File: config.mk
export PLATFORM = sky130hd
export DESIGN_NAME = cg_addr_sequencer
export DESIGN_NICKNAME = d
export VERILOG_FILES = /design/src/rtl/cg_pkg.sv /design/src/rtl/cg_wrap_counter.sv /design/src/rtl/cg_addr_sequencer.sv
export SDC_FILE = /design/constraint.sdc
export NUM_CORES = 2
export LEC_CHECK = 0
export CELL_PAD_IN_SITES_DETAIL_PLACEMENT = 1
export CELL_PAD_IN_SITES_GLOBAL_PLACEMENT = 2
export CORE_UTILIZATION = 30
export CTS_BUF_LIST = sky130_fd_sc_hd__clkbuf_16
export DETAILED_ROUTE_END_ITERATION = 8
export GPL_TIMING_DRIVEN = 0
export PLACE_DENSITY = 0.76
export SKIP_CTS_REPAIR_TIMING = 1
export SLEW_MARGIN = 40
export SYNTH_ARGS = -nofsm -noshare
export SYNTH_HDL_FRONTEND = slang
export SYNTH_SLANG_ARGS = --single-unit
File: constraint.sdc
create_clock -name clk -period 15.4 [get_ports clk]
set_input_delay 2.31 -clock clk [delete_from_list [all_inputs] [get_ports clk]]
set_output_delay 2.31 -clock clk [all_outputs]
set_load 0.01 [all_outputs]
File: src/rtl/cg_pkg.sv
// rtl/cg_pkg.sv - shared types and constants for the conjugate-gradient address sequencer
package cg_pkg;

    typedef enum logic [1:0] {
        ST_IDLE    = 2'd0,
        ST_PRELOAD = 2'd1,
        ST_RUN     = 2'd2,
        ST_HALTED  = 2'd3
    } cg_state_t;

    localparam int CG_ADDR_W = 32;
    localparam int CG_LANES  = 8;

    // Floor of log2; LANES is a power of two so this is the exact shift amount
    function automatic int cg_log2(input int value);
        int result;
        result = 0;
        for (int i = 1; i < 31; i++) begin
            if ((1 << i) <= value) result = i;
        end
        return result;
    endfunction

endpackage

File: src/rtl/cg_wrap_counter.sv
// rtl/cg_wrap_counter.sv - address counter that wraps to zero when it would reach limit
module cg_wrap_counter
    import cg_pkg::*;
#(
    parameter int ADDR_W = CG_ADDR_W
) (
    input  logic              clk,
    input  logic              reset,
    input  logic              en,
    input  logic              clr,
    input  logic              load,
    input  logic [ADDR_W-1:0] load_val,
    input  logic [ADDR_W-1:0] limit,
    output logic [ADDR_W-1:0] value,
    output logic              wrap
);

    logic [ADDR_W-1:0] next_val;

    assign next_val = value + ADDR_W'(1);

    // Clear beats load beats increment; wrap is high for the one cycle after a wrap-around
    always_ff @(posedge clk or posedge reset) begin
        if (reset) begin
            value <= '0;
            wrap  <= 1'b0;
        end else if (clr) begin
            value <= '0;
            wrap  <= 1'b0;
        end else if (load) begin
            value <= load_val;
            wrap  <= 1'b0;
        end else if (en) begin
            if (next_val == limit) begin
                value <= '0;
                wrap  <= 1'b1;
            end else begin
                value <= next_val;
                wrap  <= 1'b0;
            end
        end else begin
            wrap <= 1'b0;
        end
    end

endmodule

File: src/rtl/cg_addr_sequencer.sv
// rtl/cg_addr_sequencer.sv - address and iteration sequencer for the conjugate-gradient datapath
module cg_addr_sequencer
    import cg_pkg::*;
#(
    parameter int ADDR_W      = CG_ADDR_W,
    parameter int LANES       = CG_LANES,
    parameter int NUM_CH      = 4,
    parameter int ITER_W      = 11,
    parameter int FINISH_HOLD = 4
) (
    input  logic                     clk,
    input  logic                     reset,
    input  logic [31:0]              total,
    input  logic [ITER_W-1:0]        max_iter,
    input  logic                     start,
    input  logic                     pre_process,
    input  logic [NUM_CH-1:0]        rd_adv,
    input  logic [NUM_CH-1:0]        wr_req,
    input  logic [NUM_CH-1:0]        wr_idx_mode,
    input  logic [NUM_CH*ADDR_W-1:0] wr_idx,
    input  logic                     finish_alu,
    input  logic                     finish_all,
    output logic [ADDR_W-1:0]        a_rd_addr,
    output logic [NUM_CH*ADDR_W-1:0] rd_addr,
    output logic [NUM_CH*ADDR_W-1:0] wr_addr,
    output logic [NUM_CH-1:0]        wr_en,
    output logic [NUM_CH-1:0]        rd_wrap,
    output logic [ITER_W-1:0]        iteration,
    output logic                     busy,
    output logic                     halt,
    output logic                     overrun
);

    localparam int LOG2_LANES = cg_log2(LANES);
    localparam int HOLD_W     = $clog2(FINISH_HOLD + 1);

    cg_state_t         state_q;
    cg_state_t         state_d;
    logic [ADDR_W-1:0] depth_q;
    logic [ITER_W-1:0] max_iter_q;
    logic [HOLD_W-1:0] hold_cnt_q;
    logic [ADDR_W-1:0] start_depth;
    logic [ITER_W-1:0] iter_inc;
    logic              start_ok;
    logic              run_act;
    logic              alu_clr;
    logic              adv_ok;
    logic              hold_hit;
    logic              limit_hit;

    assign start_depth = ADDR_W'(total >> LOG2_LANES);
    assign start_ok    = start && (state_q == ST_IDLE || state_q == ST_HALTED);
    // finish_all pre-empts every other RUN activity on its edge
    assign run_act     = (state_q == ST_RUN) && !finish_all;
    assign alu_clr     = run_act && finish_alu;
    assign adv_ok      = run_act && !finish_alu;
    assign hold_hit    = alu_clr && (hold_cnt_q == HOLD_W'(FINISH_HOLD - 1));
    assign iter_inc    = (&iteration) ? iteration : iteration + 1'b1;
    assign limit_hit   = hold_hit && (max_iter_q != '0) && (iter_inc == max_iter_q);

    // State register
    always_ff @(posedge clk or posedge reset) begin
        if (reset) state_q <= ST_IDLE;
        else       state_q <= state_d;
    end

    // Next-state logic
    always_comb begin
        state_d = state_q;
        case (state_q)
            ST_IDLE, ST_HALTED: begin
                if (start) begin
                    if (start_depth == '0) state_d = ST_HALTED;
                    else if (pre_process)  state_d = ST_PRELOAD;
                    else                   state_d = ST_RUN;
                end
            end
            ST_PRELOAD: if (!pre_process) state_d = ST_RUN;
            ST_RUN:     if (finish_all || limit_hit) state_d = ST_HALTED;
            default:    state_d = ST_IDLE;
        endcase
    end

    // State-decoded outputs
    always_comb begin
        busy = 1'b0;
        if (state_q == ST_PRELOAD || state_q == ST_RUN) busy = 1'b1;
    end

    // Run parameters, matrix-A pointer, finish hold counter, iteration and sticky flags
    always_ff @(posedge clk or posedge reset) begin
        if (reset) begin
            depth_q    <= '0;
            max_iter_q <= '0;
            hold_cnt_q <= '0;
            iteration  <= '0;
            halt       <= 1'b0;
            overrun    <= 1'b0;
            a_rd_addr  <= '0;
        end else if (start_ok) begin
            depth_q    <= start_depth;
            max_iter_q <= max_iter;
            hold_cnt_q <= '0;
            iteration  <= '0;
            halt       <= (start_depth == '0);
            overrun    <= 1'b0;
            a_rd_addr  <= '0;
        end else begin
            if (state_q == ST_PRELOAD && pre_process) a_rd_addr <= a_rd_addr + 1'b1;
            else if (alu_clr)                         a_rd_addr <= '0;

            if (state_q == ST_RUN) begin
                if (finish_all) begin
                    iteration  <= iter_inc;
                    halt       <= 1'b1;
                    hold_cnt_q <= '0;
                end else if (finish_alu) begin
                    // Count saturates so a long high run yields one boundary only
                    if (hold_cnt_q != HOLD_W'(FINISH_HOLD)) hold_cnt_q <= hold_cnt_q + 1'b1;
                    if (hold_hit) begin
                        iteration <= iter_inc;
                        if (limit_hit) halt <= 1'b1;
                    end
                    if (|wr_req) overrun <= 1'b1;
                end else begin
                    hold_cnt_q <= '0;
                end
            end
        end
    end

    for (genvar c = 0; c < NUM_CH; c++) begin : g_ch
        logic [ADDR_W-1:0] idx;
        logic [ADDR_W-1:0] wr_ptr;
        logic [ADDR_W-1:0] wr_addr_q;
        logic              wr_en_q;
        logic              wr_ptr_wrap_unused;

        assign idx = wr_idx[c*ADDR_W +: ADDR_W];

        cg_wrap_counter #(.ADDR_W(ADDR_W)) u_rd_cnt (
            .clk      (clk),
            .reset    (reset),
            .en       (adv_ok && rd_adv[c]),
            .clr      (alu_clr || start_ok),
            .load     (1'b0),
            .load_val ('0),
            .limit    (depth_q),
            .value    (rd_addr[c*ADDR_W +: ADDR_W]),
            .wrap     (rd_wrap[c])
        );

        cg_wrap_counter #(.ADDR_W(ADDR_W)) u_wr_cnt (
            .clk      (clk),
            .reset    (reset),
            .en       (adv_ok && wr_req[c] && !wr_idx_mode[c]),
            .clr      (alu_clr || start_ok),
            .load     (1'b0),
            .load_val ('0),
            .limit    (depth_q),
            .value    (wr_ptr),
            .wrap     (wr_ptr_wrap_unused)
        );

        // Registered write strobe and address; out-of-range explicit indices are dropped
        always_ff @(posedge clk or posedge reset) begin
            if (reset) begin
                wr_addr_q <= '0;
                wr_en_q   <= 1'b0;
            end else if (alu_clr || start_ok) begin
                wr_addr_q <= '0;
                wr_en_q   <= 1'b0;
            end else if (adv_ok && wr_req[c]) begin
                if (!wr_idx_mode[c]) begin
                    wr_addr_q <= wr_ptr;
                    wr_en_q   <= 1'b1;
                end else if (idx < depth_q) begin
                    wr_addr_q <= idx;
                    wr_en_q   <= 1'b1;
                end else begin
                    wr_en_q   <= 1'b0;
                end
            end else begin
                wr_en_q <= 1'b0;
            end
        end

        assign wr_addr[c*ADDR_W +: ADDR_W] = wr_addr_q;
        assign wr_en[c]                    = wr_en_q;
    end

endmodule

==> impl_metrics.tcl <==
set metrics [dict create \
    power_switching_uw 2820 \
    die_y_um 346 \
    switching_share_pct 46.4 \
    layoutNonFillerInstCount 6453 \
    syn2layout_area_growth_pct 28.6 \
    ant_nets 0 \
    crit_type "in2reg" \
    setup_violations 0 \
    dieWidth_um 346 \
    grt_pass1_wl_um 265000 \
    ioPinCount 499 \
    synth_area_leaders "dfrtp_1 (34%), xnor2_1 (5.6%), ha_1 (4.5%), xor2_1 (4.5%), nor2_1 (4.4%)" \
    numCtsBuffers 67 \
    cap_viol_max_count 0 \
    ys_ff_latch 482 \
    initial_core_util_pct 30.4 \
    ff2ff_setup_slack_ns 9.52 \
    crit_slowest_cell "a221oi_1" \
    cts_max_path_buffers 3 \
    dieArea_sq_mm 0.120 \
    worstHoldStart "a_rd_addr[31]" \
    cp.buffers_inverters 3 \
    synth_most_common_cell "dfrtp_1" \
    drc 0 \
    cp_top_family "compound AO/OA/AOI/OAI gates" \
    relSlewSlack_pct 38.5 \
    antenna_found_initial 23 \
    status "finished, final reports clean" \
    grt_remaining_overflow 0 \
    wl_um 183000 \
    required_ns 15.96 \
    cp_common_cell "clkbuf_1" \
    cts-root-buf "clkbuf_16" \
    postLayoutCoreUtil_pct 39.1 \
    synth_cell_types 89 \
    detailedPlace.worstSlack_ns 8.95 \
    gp_congestion 0.943 \
    min_period_over_period_pct 38.2 \
    yosysSeqAreaShare_pct 34.0 \
    layout-drive-gt1-share_pct 8.07 \
    avgSynthCellArea_sq_um 8.33 \
    wire_per_inst_um 28.4 \
    internal_power_uw 3260 \
    seqPwrFrac_pct 25.2 \
    power_density_mw_per_mm2 133 \
    worst_slew_pin_slew_ns 0.921 \
    cp_max_fo 10 \
    synth_edf_count 0 \
    netlist_top_cells_count "dfrtp_1 (482), nor2_1 (416), nand2_1 (409)" \
    h-tree-depth 3 \
    post-dp-hpwl_um 140000 \
    hold_viol 0 \
    crit_path_start_kind "primary input" \
    grt_max_degree 25 \
    tritoncts "built" \
    timing.rr.end "g_ch[0].wr_addr_q[0]" \
    synth.net_count 4581 \
    insertion_delay_ns 0.65 \
    fin_skew_ns 0.0273 \
    drv_slew 0 \
    crit_chain "clkdlybuf4s50_1 -> ha_1 -> a21o_1 -> a21oi_1 -> o21ai_0 -> a2111o_1 -> a221oi_1 -> o21ai_1 -> nor2_1 -> clkbuf_1 -> clkbuf_1 -> o221a_2" \
    clkPwrFrac_pct 25.3 \
    via_count 37100 \
    first_pass_iters 5 \
    synth.top_cell.area_share_pct 34.0 \
    fin_crit_ns 5.89 \
    synth_ff_type "dfrtp_1" \
    portBuffers 491 \
    syn_area_sq_mm 0.0355 \
    worst_slack_ns 9.51 \
    ir_worst_vdd_v 0.0000942 \
    yosysWarnings 0 \
    core_area_sq_mm 0.117 \
    hold_depth 1 \
    yosysTopAreaCell "dfrtp_1" \
    dpl.cell_count 6324 \
    synthCells 4265 \
    reg2reg_from "depth_q[2]" \
    rsz0062_at_grt "false" \
    viasPerCell 5.75 \
    async_flop_share_pct 100 \
    cts.sinks 482 \
    fin_tns_setup_ns 0 \
    min_path_type "reg2reg" \
    slowest_delay_ns 0.59 \
    num_rows 125 \
    dr.first_iter.drc_count 2956 \
    p_leak_uw 0.0188 \
    nets 5185 \
    power_frac_comb_pct 49.5 \
    clock.fmax_mhz 170 \
    end_kind "flop" \
    r2r_cells 13 \
    cp.arrival_ns 6.45 \
    hold_end "a_rd_addr[31]" \
    grt_pass1_vias 37000 \
    gr-usage-all-layers_pct 29.9 \
    clkTransAtPathRegs_ns 0.06 \
]
==> placed cells by master (no fill, tap or decap), types with 31 or more instances in the layout <==
cell type / n
ha_1: 127
clkbuf_1: 228
nand4_1: 150
clkbuf_2: 33
a31oi_1: 56
nor3_1: 120
xnor2_1: 228
clkdlybuf4s50_1: 491
and4_1: 49
mux2_2: 56
inv_1: 99
o21ai_0: 239
o221a_2: 31
clkbuf_16: 68
nor2_1: 414
nand2_1: 408
nand3_1: 222
a21o_1: 47
xor2_1: 181
buf_2: 57
nor4_1: 65
a211oi_1: 66
mux2i_1: 146
and3_1: 96
a21oi_1: 162
dfrtp_1: 482
o21ai_1: 43
==> power by group through the flow <==
stage	clock network, uW	logic, uW	registers (uW)
after global routing	1610	3160	1540
final	1540	3010	1530
after global placement	0	2740	1550
after detailed placement	0	2960	1550
after floorplan	0	1470	1500
after CTS	1570	2970	1530
==> state kept, by name, summed over array words and instances, names as in the netlist, 4 cells and up <==
register             flops
depth_q                 29
a_rd_addr               32
g_ch.u_rd_cnt.wrap       4
max_iter_q              11
g_ch.u_wr_cnt.value    128
g_ch.wr_addr_q         128
iteration               11
g_ch.u_rd_cnt.value    128
g_ch.wr_en_q             4
==> through the flow <==
step | total power, uW | hold WS [ns] | instance area [sq um]
global placement | 4290 | 0.488 | 42300
detailed placement | 4510 | 0.497 | 43600
finish | 6080 | 0.513 | 45700
global route | 6310 | 0.556 | 45600
floorplan | 2970 | 0.464 | 35500
CTS | 6070 | 0.524 | 45600
==> cell type report <==
type | count | area [sq um]
plain buffers | 340 | 1440
diodes | 10 | 25.0
repair buffers | 535 | 6020
flip-flops and latches | 482 | 12100
well taps | 1524 | 1910
fillers | 13700 | 71200
clock inverters | 51 | 352
clock buffers | 68 | 1700
inverters | 95 | 362
multi-input cells | 3348 | 21800
==> cell families after synthesis <==
logic type,after synthesis,synth area share (%)
compound gates,866,15.8
fa+ha+maj,127,4.47
flops,482,34.0
simple gates,1739,24.6
xor+xnor,413,10.3
buf+inv,435,4.91
mux,203,5.92
==> how the worst max path moves through the flow <==
stage | from | to | slack [ns] | cells after the start
detailed placement | wr_idx[1] | g_ch[0].wr_addr_q[0] | 8.95 | 12
global placement | reset | a_rd_addr[19] | 2.16 | 2
global route | wr_idx[1] | g_ch[0].wr_addr_q[0] | 9.27 | 12
CTS | wr_idx[1] | g_ch[0].wr_addr_q[0] | 9.59 | 12
finish | wr_idx[1] | g_ch[0].wr_addr_q[0] | 9.51 | 12
floorplan | reset | a_rd_addr[0] | 6.56 | 1
==> worst register-to-register path: stages, from the launching register on <==
cell	delay [ns]
dfrtp_1	0.33
clkbuf_1	0.48
clkbuf_2	0.62
inv_1	0.62
ha_1	0.50
a21oi_1	0.14
o21ai_0	0.12
a2111o_1	0.47
a221oi_1	0.59
o21ai_1	0.40
nor2_1	0.22
clkbuf_1	0.44
clkbuf_1	0.56
o221a_2	0.31
==> metal layers <==
metal | global-route usage, % | vias up | share of wire [%]
li1 | - | 16600 | -
met3 | 6.46 | 308 | 7.9
met2 | 46.4 | 1383 | 44
met4 | 11.1 | 16 | 3.8
met1 | 40.5 | 18800 | 44
met5 | 0 | - | 0.054
Power figures use the tool's default switching activity.
